### src/rtl/division_unit.sv
// Iterative radix-2 restoring divider for RV32M DIV/DIVU/REM/REMU.
// Holds one operation at a time. Divide-by-zero and signed overflow
// finish in two cycles. All other operations finish after 32 shift/subtract steps.
module division_unit #(
   parameter int DATA_WIDTH = 32,
   parameter int TAG_WIDTH  = 6
) (
   input  logic                  clk_i,
   input  logic                  rst_i,
   input  logic                  flush_i,
   input  logic                  data_valid_i,
   input  logic [DATA_WIDTH-1:0] dividend_i,
   input  logic [DATA_WIDTH-1:0] divisor_i,
   input  logic [1:0]            operation_i,
   input  logic [TAG_WIDTH-1:0]  tag_i,
   output logic [DATA_WIDTH-1:0] result_o,
   output logic [TAG_WIDTH-1:0]  tag_o,
   output logic                  data_valid_o,
   output logic                  idle_o
);

   localparam int CNT_W = $clog2(DATA_WIDTH);
   localparam logic [CNT_W-1:0]      CNT_LAST = CNT_W'(DATA_WIDTH - 1);
   localparam logic [DATA_WIDTH-1:0] ALL_ONES = '1;
   localparam logic [DATA_WIDTH-1:0] MIN_NEG  = {1'b1, {(DATA_WIDTH-1){1'b0}}};

   typedef enum logic [1:0] {
      S_IDLE   = 2'd0,
      S_DIVIDE = 2'd1,
      S_DONE   = 2'd2
   } state_t;

   // Magnitude of a two's-complement value. The most negative value maps to itself, which is its correct unsigned magnitude.
   function automatic logic [DATA_WIDTH-1:0] abs_val(input logic signed [DATA_WIDTH-1:0] v);
      logic signed [DATA_WIDTH-1:0] neg;
      neg = -v;
      return v[DATA_WIDTH-1] ? $unsigned(neg) : $unsigned(v);
   endfunction

   // Applies the recorded sign to an unsigned magnitude.
   function automatic logic [DATA_WIDTH-1:0] apply_sign(input logic [DATA_WIDTH-1:0] mag,
                                                        input logic                  neg);
      logic signed [DATA_WIDTH-1:0] t;
      t = -$signed(mag);
      return neg ? $unsigned(t) : mag;
   endfunction

   state_t                state_r, state_nxt;
   logic [CNT_W-1:0]      cnt_r;
   logic                  accept;
   logic                  finish;

   // Operation latched at acceptance and the working divider state
   logic [DATA_WIDTH-1:0] rem_r;
   logic [DATA_WIDTH-1:0] quo_r;
   logic [DATA_WIDTH-1:0] dvs_r;
   logic                  is_rem_r;
   logic                  q_neg_r;
   logic                  r_neg_r;
   logic [TAG_WIDTH-1:0]  tag_r;

   // Decode of the incoming operation. Bit 0 of the opcode selects unsigned. Bit 1 selects remainder.
   logic                  op_signed;
   logic                  div_zero;
   logic                  sgn_ovf;
   logic                  special;
   logic signed [DATA_WIDTH-1:0] dvd_s;
   logic signed [DATA_WIDTH-1:0] dvs_s;

   assign op_signed = ~operation_i[0];
   assign dvd_s     = $signed(dividend_i);
   assign dvs_s     = $signed(divisor_i);
   assign div_zero  = (divisor_i == '0);
   assign sgn_ovf   = op_signed && (dividend_i == MIN_NEG) && (divisor_i == ALL_ONES);
   assign special   = div_zero | sgn_ovf;

   // One restoring step. Shift {rem, quo} left, then trial-subtract the divisor.
   logic [DATA_WIDTH:0]   shifted;
   logic [DATA_WIDTH:0]   diff;
   logic                  diff_neg;
   assign shifted  = {rem_r, quo_r[DATA_WIDTH-1]};
   assign diff     = shifted - {1'b0, dvs_r};
   assign diff_neg = diff[DATA_WIDTH];

   // Final result selection with sign correction
   logic [DATA_WIDTH-1:0] final_res;
   assign final_res = is_rem_r ? apply_sign(rem_r, r_neg_r) : apply_sign(quo_r, q_neg_r);

   // Next-state and handshake decode. Flush overrides every transition.
   always_comb begin
      state_nxt = state_r;
      accept    = 1'b0;
      finish    = 1'b0;
      idle_o    = (state_r == S_IDLE);
      case (state_r)
         S_IDLE: begin
            if (data_valid_i) begin
               accept    = 1'b1;
               state_nxt = special ? S_DONE : S_DIVIDE;
            end
         end
         S_DIVIDE: begin
            if (cnt_r == CNT_LAST) state_nxt = S_DONE;
         end
         S_DONE: begin
            finish    = 1'b1;
            state_nxt = S_IDLE;
         end
         default: state_nxt = S_IDLE;
      endcase
      if (flush_i) begin
         accept    = 1'b0;
         finish    = 1'b0;
         state_nxt = S_IDLE;
      end
   end

   // Control state, iteration counter and registered outputs
   always_ff @(posedge clk_i or posedge rst_i) begin
      if (rst_i) begin
         state_r      <= S_IDLE;
         cnt_r        <= '0;
         data_valid_o <= 1'b0;
         result_o     <= '0;
         tag_o        <= '0;
      end else begin
         state_r      <= state_nxt;
         data_valid_o <= finish;
         if (accept || flush_i) cnt_r <= '0;
         else if (state_r == S_DIVIDE) cnt_r <= cnt_r + 1'b1;
         if (finish) begin
            result_o <= final_res;
            tag_o    <= tag_r;
         end
      end
   end

   // Operand capture at acceptance, then one divide step per DIVIDE cycle
   always_ff @(posedge clk_i) begin
      if (accept) begin
         tag_r    <= tag_i;
         is_rem_r <= operation_i[1];
         dvs_r    <= op_signed ? abs_val(dvs_s) : divisor_i;
         if (div_zero) begin
            quo_r   <= ALL_ONES;
            rem_r   <= dividend_i;
            q_neg_r <= 1'b0;
            r_neg_r <= 1'b0;
         end else if (sgn_ovf) begin
            quo_r   <= MIN_NEG;
            rem_r   <= '0;
            q_neg_r <= 1'b0;
            r_neg_r <= 1'b0;
         end else begin
            quo_r   <= op_signed ? abs_val(dvd_s) : dividend_i;
            rem_r   <= '0;
            q_neg_r <= op_signed & (dividend_i[DATA_WIDTH-1] ^ divisor_i[DATA_WIDTH-1]);
            r_neg_r <= op_signed & dividend_i[DATA_WIDTH-1];
         end
      end else if (state_r == S_DIVIDE) begin
         rem_r <= diff_neg ? shifted[DATA_WIDTH-1:0] : diff[DATA_WIDTH-1:0];
         quo_r <= {quo_r[DATA_WIDTH-2:0], ~diff_neg};
      end
   end

endmodule

### config.mk
export PLATFORM = sky130hd
export DESIGN_NAME = division_unit
export DESIGN_NICKNAME = d
export VERILOG_FILES = /design/src/rtl/division_unit.sv
export SDC_FILE = /design/constraint.sdc
export NUM_CORES = 1
export LEC_CHECK = 0
export BUFFER_PORTS_ARGS = -buffer_cell sky130_fd_sc_hd__buf_4
export CORE_ASPECT_RATIO = 0.9
export CORE_UTILIZATION = 35
export DETAILED_ROUTE_END_ITERATION = 12
export PLACE_DENSITY = 0.64
export SETUP_SLACK_MARGIN = 0.3
export SLEW_MARGIN = 10
export SYNTH_ARGS = -nofsm -noshare
export SYNTH_HDL_FRONTEND = slang
export SYNTH_SLANG_ARGS = --single-unit
### constraint.sdc
create_clock -name clk_i -period 3.35 [get_ports clk_i]
set_input_delay 0.335 -clock clk_i [delete_from_list [all_inputs] [get_ports clk_i]]
set_output_delay 0.335 -clock clk_i [all_outputs]
set_load 0.05 [all_outputs]
==> impl_metrics.prom, run 1 <==
# TYPE chip_impl_metric gauge
chip_impl_metric{name="antenna_violations_before_repair",unit=""} 2
chip_impl_metric{name="antenna_left",unit=""} 0
chip_impl_info{name="timing.critical_path.to",value="result_o[29]$_DFFE_PP0P_"} 1
chip_impl_metric{name="regToRegSetupSlack",unit="ps"} 130
chip_impl_metric{name="placementRows",unit=""} 60
chip_impl_metric{name="worstPathMaxFanout",unit=""} 4
chip_impl_metric{name="area_delta_synth_final",unit="%"} 26.09
chip_impl_info{name="synth_top_area_cell",value="edfxtp_1"} 1
chip_impl_info{name="worst-setup-path-type",value="flip-flop to flip-flop"} 1
chip_impl_info{name="critical_path_slowest_stage_cell",value="or4_4"} 1
chip_impl_info{name="clock_tree.root_cell",value="clkbuf_16"} 1
chip_impl_info{name="status",value="complete, no violations"} 1
chip_impl_metric{name="htreeDepth",unit=""} 4
chip_impl_metric{name="clkSinkCount",unit=""} 151
chip_impl_metric{name="tritoncts_buffers",unit=""} 17
chip_impl_metric{name="cp_data_required_time",unit="ps"} 3670
chip_impl_info{name="synth_area_leaders",value="edfxtp_1, dfrtp_1, xnor2_1, o21ai_0, xor2_1"} 1
chip_impl_metric{name="leakage",unit="nW"} 5.628
chip_impl_metric{name="post_synth_net_total",unit=""} 1331
chip_impl_metric{name="dr.first_iter.drc_count",unit=""} 606
chip_impl_metric{name="synth_compound_gate_area_share",unit=""} 0.2110
chip_impl_metric{name="max_freq",unit="GHz"} 0.3109
chip_impl_metric{name="synth-xor-area-share",unit=""} 0.1166
chip_impl_info{name="cp_cell_sequence",value="or4_4 > or3_4 > nor3b_4 > nand2_2 > or4_4 > nand2b_4 > o31ai_4 > xor2_1 > a21oi_1 > a21o_1"} 1
chip_impl_metric{name="clk_transition_reported_paths",unit="ps"} 60
chip_impl_metric{name="power_density",unit="mW/mm^2"} 738.2
chip_impl_metric{name="finalCriticalPeriod",unit="ps"} 3216
chip_impl_metric{name="final_min_period_over_clock_period",unit=""} 0.9601
chip_impl_metric{name="io_buffer_count",unit=""} 115
chip_impl_metric{name="slew_violations",unit=""} 0
chip_impl_metric{name="drive_gt1_frac",unit=""} 0.2202
chip_impl_info{name="worst_setup_path_startpoint",value="rem_r[10]$_DFFE_PP_"} 1
chip_impl_metric{name="place_inst",unit=""} 1752
chip_impl_metric{name="dp.final_hpwl",unit="um"} 23740
chip_impl_metric{name="finalSetupTns",unit="ps"} 0
chip_impl_metric{name="relative_slew_margins",unit=""} 0.4174
chip_impl_metric{name="vias",unit=""} 9502
chip_impl_info{name="dominantRegCellSynth",value="edfxtp_1"} 1
chip_impl_metric{name="grt_usage",unit=""} 0.1955
chip_impl_metric{name="synth_simple_gate_area_frac",unit=""} 0.1551
chip_impl_metric{name="vias_per_cell",unit=""} 5.258
chip_impl_info{name="rsz0062_at_grt",value="yes"} 1
chip_impl_metric{name="synth_adder_area_share",unit=""} 0.04701
chip_impl_metric{name="grt_start_max_net_pins",unit=""} 87
chip_impl_metric{name="worstRegToRegCells",unit=""} 10
chip_impl_metric{name="post_synth_num_cell_types",unit=""} 63
chip_impl_metric{name="share_of_the_synthesized_area_in_the_top_cell_type",unit=""} 0.2918
chip_impl_metric{name="max_slew.worst_pin.slew",unit="ps"} 873.9
chip_impl_metric{name="core_footprint",unit="sq mm"} 0.03010
chip_impl_metric{name="clock_skews",unit="ps"} 14.84
chip_impl_info{name="layout.cells.most_common_list",value="buf_4, nand2_1, o21ai_0, edfxtp_1, nor2_1"} 1
chip_impl_metric{name="ys_seq_elements",unit=""} 151
chip_impl_info{name="crit_top_cell",value="or4_4"} 1
chip_impl_metric{name="max_cap_viol_count",unit=""} 0
chip_impl_metric{name="async_flop_share",unit=""} 0.3046
chip_impl_info{name="combinational_family_with_the_most_area_after_synthesis",value="compound AO/OA/AOI/OAI gates"} 1
chip_impl_metric{name="grt_pass1_vias",unit=""} 8727
chip_impl_metric{name="final-instance-count-excl-fill",unit=""} 1807
chip_impl_metric{name="synthesized_area",unit="sq mm"} 0.01081
chip_impl_metric{name="postRouteWirelength",unit="um"} 31150
chip_impl_metric{name="clock_latency_reported_for_the_late_side_of_the_worst_skew_pair",unit="ps"} 440
chip_impl_metric{name="syn-instance-count",unit=""} 1215
chip_impl_metric{name="ys.warnings.count",unit=""} 0
chip_impl_metric{name="final_hold_viol_count",unit=""} 0
chip_impl_info{name="worstHoldPathType",value="input pin to async pin"} 1
chip_impl_metric{name="finalWeightedCongestion",unit=""} 0.8889
chip_impl_metric{name="floorplan.initialDensity",unit=""} 0.3590
chip_impl_metric{name="seq_area_frac_synth",unit=""} 0.3983
chip_impl_metric{name="die_w",unit="um"} 187.2
chip_impl_metric{name="postLayoutCellArea",unit="sq mm"} 0.01363
chip_impl_info{name="worst_r2r_startpoint",value="rem_r[10]$_DFFE_PP_"} 1
chip_impl_metric{name="grt_pass1_wl",unit="um"} 48240
chip_impl_info{name="startpoint_type_of_the_worst_setup_path",value="flip-flop"} 1
chip_impl_metric{name="synth_edf_count",unit=""} 105
chip_impl_metric{name="critPathMaxStageDelay",unit="ps"} 550
chip_impl_metric{name="arrival",unit="ps"} 3540
chip_impl_metric{name="share_of_cell_area_taken_by_muxes_after_synthesis",unit=""} 0.03091
chip_impl_metric{name="ir_drop",unit="mV"} 0.4324
chip_impl_info{name="layout.cells.most_common",value="buf_4"} 1
chip_impl_metric{name="floorplan.die.height",unit="um"} 168.7
chip_impl_metric{name="cts_max_path_buffers",unit=""} 2
chip_impl_info{name="timing.rr.end",value="result_o[29]$_DFFE_PP0P_"} 1
chip_impl_metric{name="drt-wirelength-per-cell",unit="um"} 17.24
chip_impl_metric{name="placed_cell_area",unit="sq mm"} 0.01262
chip_impl_metric{name="post_cts_hold_buffer_count",unit=""} 0
chip_impl_metric{name="top_level_ports",unit=""} 116
chip_impl_metric{name="final_nets",unit=""} 1506
chip_impl_metric{name="grt.overflow.total",unit=""} 0
chip_impl_metric{name="setup_viol",unit=""} 0
chip_impl_metric{name="drt_drc",unit=""} 0
chip_impl_info{name="clock_tree_from_tritoncts",value="built"} 1
chip_impl_info{name="kind_of_end_point_of_the_critical_path",value="flip-flop"} 1
chip_impl_metric{name="die_area",unit="sq mm"} 0.03158
chip_impl_metric{name="syn_avg_cell_area",unit="sq um"} 8.894
chip_impl_metric{name="drtPass1Iterations",unit=""} 5
## where the power goes
group / switching [mW] / internal [mW]
combinational: 2.74 / 2.51
clock: 0.814 / 1.11
sequential: 0.383 / 2.50
total: 3.93 / 6.12
## cells by family after synthesis
group,Yosys count
flops,151
fa+ha+maj,40
xor+xnor,143
simple gates,360
mux,33
compound gates,371
buf+inv,117
## registers in the layout, summed over array words and instances (netlist names)
signal        cells
q_neg_r           1
dvs_r            32
tag_r             6
data_valid_o      1
is_rem_r          1
result_o         32
tag_o             6
rem_r            32
r_neg_r           1
quo_r            32
state_r           2
cnt_r             5
## cell type report
cell class | count | area (sq um)
Antenna cell | 1 | 2.502
Fill cell | 2928 | 16480
Inverter | 55 | 209.0
Tap cell | 403 | 504.2
Timing Repair Buffer | 218 | 1685
Clock inverter | 10 | 78.83
Sequential cell | 151 | 4304
Multi-Input combinational cell | 947 | 6324
Clock buffer | 22 | 518.0
## metal layers
layer,global-route usage,wire length (um),share of wire
met4,0.04419,246,0.0079
met2,0.2892,13260,0.43
met1,0.2941,15720,0.50
met3,0.03380,1907,0.061
met5,0,16,0.00051
## cells in the mapped netlist, drive strengths merged, types with 23 or more instances
cell type / n
nand2: 125
inv: 54
a21oi: 89
xor2: 68
dfrtp: 46
edfxtp: 105
o31ai: 23
a21o: 25
a31oi: 27
nor2: 101
o21ai: 126
xnor2: 75
mux2i: 30
ha: 39
clkbuf: 54
## how the worst min path moves through the flow
stage / from / endpoint / slack [ps] / cells after the start
6_report: rst_i / result_o[16]$_DFFE_PP0P_ / 2 / 2
5_1_grt: rst_i / tag_o[4]$_DFFE_PP0P_ / 30 / 2
4_1_cts: tag_i[4] / tag_r[4]$_DFFE_PP_ / 50 / 1
3_5_place_dp: tag_r[2]$_DFFE_PP_ / tag_o[2]$_DFFE_PP0P_ / 420 / 2
3_3_place_gp: tag_r[2]$_DFFE_PP_ / tag_o[2]$_DFFE_PP0P_ / 420 / 2
2_1_floorplan: tag_r[0]$_DFFE_PP_ / tag_o[0]$_DFFE_PP0P_ / 410 / 2
## worst max-delay path: cells and delay by family (launching register included)
family	cells	cell delay, ps
DFF	1	460
AOI/OAI and AO/OA	3	490
xor gates and xnor gates	1	160
and+or+nand+nor	6	2010
## through the flow
| step | power (mW) | hold slack, ps | util | setup WS, ps |
|---|---|---|---|---|
| global placement | 7.442 | 417.1 | 0.4191 | 72.03 |
| global route | 10.66 | 33.09 | 0.4525 | 34.97 |
| finish | 10.06 | 2.188 | 0.4526 | 133.6 |
| CTS | 9.764 | 54.72 | 0.4457 | 213.9 |
| detailed placement | 7.533 | 424.2 | 0.4191 | -1.058 |
| floorplan | 5.948 | 414.6 | - | 316.1 |
## repair_timing
item	CTS	global route
pin swaps	8	19
setup buffers	15	7
gates resized for setup	17	32
hold endpoints to repair	0	0
endpoints found under the setup margin	42	44
Note: power is estimated with default switching activity, not from simulation.
==> run 2, diff against run 1 <==
--- a/config.mk
+++ b/config.mk
@@ -9,7 +9,6 @@
 export CORE_ASPECT_RATIO = 0.9
 export CORE_UTILIZATION = 35
 export DETAILED_ROUTE_END_ITERATION = 12
-export PLACE_DENSITY = 0.64
 export SETUP_SLACK_MARGIN = 0.3
 export SLEW_MARGIN = 10
 export SYNTH_ARGS = -nofsm -noshare
==> impl_metrics.prom, run 2 (synthesis gave the netlist of run 1 again) <==
# TYPE chip_impl_metric gauge
chip_impl_info{name="status",value="complete, no violations"} 1
chip_impl_metric{name="core_footprint",unit="sq mm"} 0.03010
chip_impl_metric{name="floorplan.die.height",unit="um"} 168.7
chip_impl_info{name="clock_tree.root_cell",value="clkbuf_16"} 1
chip_impl_metric{name="finalWeightedCongestion",unit=""} 0.8678
chip_impl_metric{name="die_w",unit="um"} 187.2
chip_impl_metric{name="worstRegToRegCells",unit=""} 15
chip_impl_info{name="rsz0062_at_grt",value="yes"} 1
chip_impl_metric{name="power_density",unit="mW/mm^2"} 759.3
chip_impl_metric{name="cts_max_path_buffers",unit=""} 2
chip_impl_metric{name="regToRegSetupSlack",unit="ps"} 140
chip_impl_info{name="layout.cells.most_common",value="buf_4"} 1
chip_impl_info{name="worst-setup-path-type",value="flip-flop to flip-flop"} 1
chip_impl_metric{name="final_nets",unit=""} 1500
chip_impl_metric{name="antennaDiodeCount",unit=""} 0
chip_impl_info{name="hold_path.startpoint",value="tag_i[4]"} 1
chip_impl_metric{name="vias",unit=""} 9530
chip_impl_metric{name="antenna_violations_before_repair",unit=""} 1
chip_impl_metric{name="final-instance-count-excl-fill",unit=""} 1800
chip_impl_info{name="worst_r2r_startpoint",value="rem_r[0]$_DFFE_PP_"} 1
chip_impl_metric{name="leakage",unit="nW"} 5.644
chip_impl_metric{name="floorplan.initialDensity",unit=""} 0.3590
chip_impl_metric{name="tritoncts_buffers",unit=""} 17
chip_impl_info{name="clock_tree_from_tritoncts",value="built"} 1
chip_impl_info{name="crit_top_cell",value="buf_12"} 1
chip_impl_metric{name="finalSetupTns",unit="ps"} 0
chip_impl_metric{name="clk_transition_reported_paths",unit="ps"} 70
chip_impl_metric{name="area_delta_synth_final",unit="%"} 26.53
chip_impl_metric{name="max_freq",unit="GHz"} 0.3112
chip_impl_metric{name="layout_setup_ws",unit="ps"} 137.0
chip_impl_info{name="kind_of_end_point_of_the_critical_path",value="flip-flop"} 1
chip_impl_info{name="worstHoldPathType",value="input pin to flip-flop"} 1
chip_impl_metric{name="critPathMaxStageDelay",unit="ps"} 430
chip_impl_metric{name="final_min_period_over_clock_period",unit=""} 0.9591
chip_impl_metric{name="die_area",unit="sq mm"} 0.03158
chip_impl_metric{name="dp.final_hpwl",unit="um"} 23610
chip_impl_metric{name="clock_latency_reported_for_the_late_side_of_the_worst_skew_pair",unit="ps"} 440
chip_impl_metric{name="postLayoutCellArea",unit="sq mm"} 0.01367
chip_impl_info{name="timing.hold.worst_endpoint",value="tag_r[4]$_DFFE_PP_"} 1
chip_impl_metric{name="preCtsSetupSlack",unit="ps"} 71.96
chip_impl_metric{name="postRouteWirelength",unit="um"} 31380
chip_impl_metric{name="placed_cell_area",unit="sq mm"} 0.01252
chip_impl_metric{name="worstPathMaxFanout",unit=""} 6
chip_impl_metric{name="ir_drop",unit="mV"} 0.4761
chip_impl_info{name="startpoint_type_of_the_worst_setup_path",value="flip-flop"} 1
chip_impl_metric{name="place_inst",unit=""} 1738
chip_impl_info{name="timing.rr.end",value="quo_r[0]$_DFFE_PP_"} 1
chip_impl_metric{name="setup_viol",unit=""} 0
chip_impl_metric{name="top_level_ports",unit=""} 116
chip_impl_metric{name="grt.overflow.total",unit=""} 0
chip_impl_metric{name="drt_drc",unit=""} 0
chip_impl_metric{name="dr.first_iter.drc_count",unit=""} 795
chip_impl_metric{name="relative_slew_margins",unit=""} 0.3587
chip_impl_info{name="critical_path.top_delay_family",value="compound AO/OA/AOI/OAI gates"} 1
chip_impl_metric{name="worst_hold_path_stage_count",unit=""} 1
chip_impl_metric{name="grt_pass1_vias",unit=""} 8937
chip_impl_metric{name="clkSinkCount",unit=""} 151
chip_impl_metric{name="max_cap_viol_count",unit=""} 0
chip_impl_metric{name="power.total",unit="mW"} 10.38
chip_impl_metric{name="drtPass1Iterations",unit=""} 5
chip_impl_metric{name="antenna_left",unit=""} 0
chip_impl_metric{name="final_hold_viol_count",unit=""} 0
chip_impl_metric{name="finalCriticalPeriod",unit="ps"} 3213
chip_impl_metric{name="arrival",unit="ps"} 3400
chip_impl_metric{name="drt-wirelength-per-cell",unit="um"} 17.44
chip_impl_metric{name="placementRows",unit=""} 60
chip_impl_metric{name="clock_skews",unit="ps"} 10.11
chip_impl_info{name="cp_cell_sequence",value="inv_1 > fa_2 > nor2b_4 > o31ai_4 > a21oi_2 > a31oi_1 > o211ai_1 > a41o_1 > a31oi_4 > xnor2_4 > buf_12 > buf_12 > clkbuf_16 > buf_6 > o22a_1"} 1
chip_impl_info{name="layout.cells.most_common_list",value="buf_4, nand2_1, edfxtp_1, o21ai_0, nor2_1"} 1
chip_impl_metric{name="drive_gt1_frac",unit=""} 0.2169
chip_impl_metric{name="htreeDepth",unit=""} 4
chip_impl_metric{name="cp_data_required_time",unit="ps"} 3540
chip_impl_metric{name="grt_start_max_net_pins",unit=""} 68
chip_impl_metric{name="slew_violations",unit=""} 0
chip_impl_metric{name="max_slew.worst_pin.slew",unit="ps"} 960.6
chip_impl_metric{name="io_buffer_count",unit=""} 115
chip_impl_metric{name="grt_usage",unit=""} 0.1982
chip_impl_info{name="critical_path_slowest_stage_cell",value="edfxtp_1"} 1
chip_impl_metric{name="vias_per_cell",unit=""} 5.294
chip_impl_metric{name="worstPathBufferInverterCount",unit=""} 5
chip_impl_metric{name="grt_pass1_wl",unit="um"} 49230
## run 2: changes by cell type in the layout (fill, tap and decap cells not counted), moves of 2 or more
cell      previous run  this run
a21oi_1             83        86
a21oi_2              6         3
buf_12               3         6
buf_4              212       198
buf_6                3         5
clkinv_4             4         2
ha_1                34        32
ha_4                 3         5
inv_4                3         5
mux2i_1             28        30
mux2i_2              2         0
o21ai_0            112       103
o21ai_1             12        18
o21ai_2              2         5
## run 2: metrics by stage
| step | utilization | hold slack (ps) |
|---|---|---|
| final | 0.4542 | 71.49 |
| after global routing | 0.4542 | 47.48 |
| after CTS | 0.4445 | 51.65 |
| after detailed placement | 0.4160 | 423.3 |
| after global placement | 0.4160 | 417.2 |
| after floorplan | - | 414.6 |
## run 2: how the worst max path moves through the flow
| stage | start | endpoint | slack (ps) | cells after the start |
|---|---|---|---|---|
| 6_report | rem_r[0]$_DFFE_PP_ | quo_r[0]$_DFFE_PP_ | 140 | 15 |
| 5_1_grt | dvs_r[0]$_DFFE_PP_ | rem_r[7]$_DFFE_PP_ | -10 | 15 |
| 4_1_cts | rem_r[2]$_DFFE_PP_ | rem_r[1]$_DFFE_PP_ | 160 | 13 |
| 3_5_place_dp | quo_r[31]$_DFFE_PP_ | rem_r[1]$_DFFE_PP_ | 70 | 14 |
| 3_3_place_gp | dvs_r[1]$_DFFE_PP_ | rem_r[29]$_DFFE_PP_ | 50 | 13 |
| 2_1_floorplan | quo_r[31]$_DFFE_PP_ | rem_r[2]$_DFFE_PP_ | 320 | 14 |
## run 2: area by class of cell
cell class,instances,area (sq um)
inverter,55,209.0
clock buffer,21,493.0
timing repair buffer,212,1740
sequential,151,4304
clock inverter,11,82.58
fill,2915,16430
multi-input combinational,947,6340
tap,403,504.2
## run 2: routing by layer
layer	share of wire	track usage	wire [um]
met5	0.00029	0	9
met4	0.0061	0.04134	191
met2	0.43	0.2979	13410
met3	0.057	0.02882	1792
met1	0.51	0.2990	15980
## run 2: power by group
group / switching (mW) / total, mW / leakage, nW / internal [mW]
clock: 0.828 / 1.90 / 0.291 / 1.07
sequential: 0.400 / 2.90 / 1.64 / 2.50
combinational: 2.81 / 5.58 / 3.71 / 2.77
## run 2: what timing repair did
| item | 4_1_cts | 5_1_grt |
|---|---|---|
| pin swaps | 10 | 22 |
| cloned | 2 | 2 |
| resized for setup | 33 | 31 |
| hold buffers | 0 | 0 |
| buffers inserted | 15 | 11 |
| setup endpoints to repair | 41 | 43 |
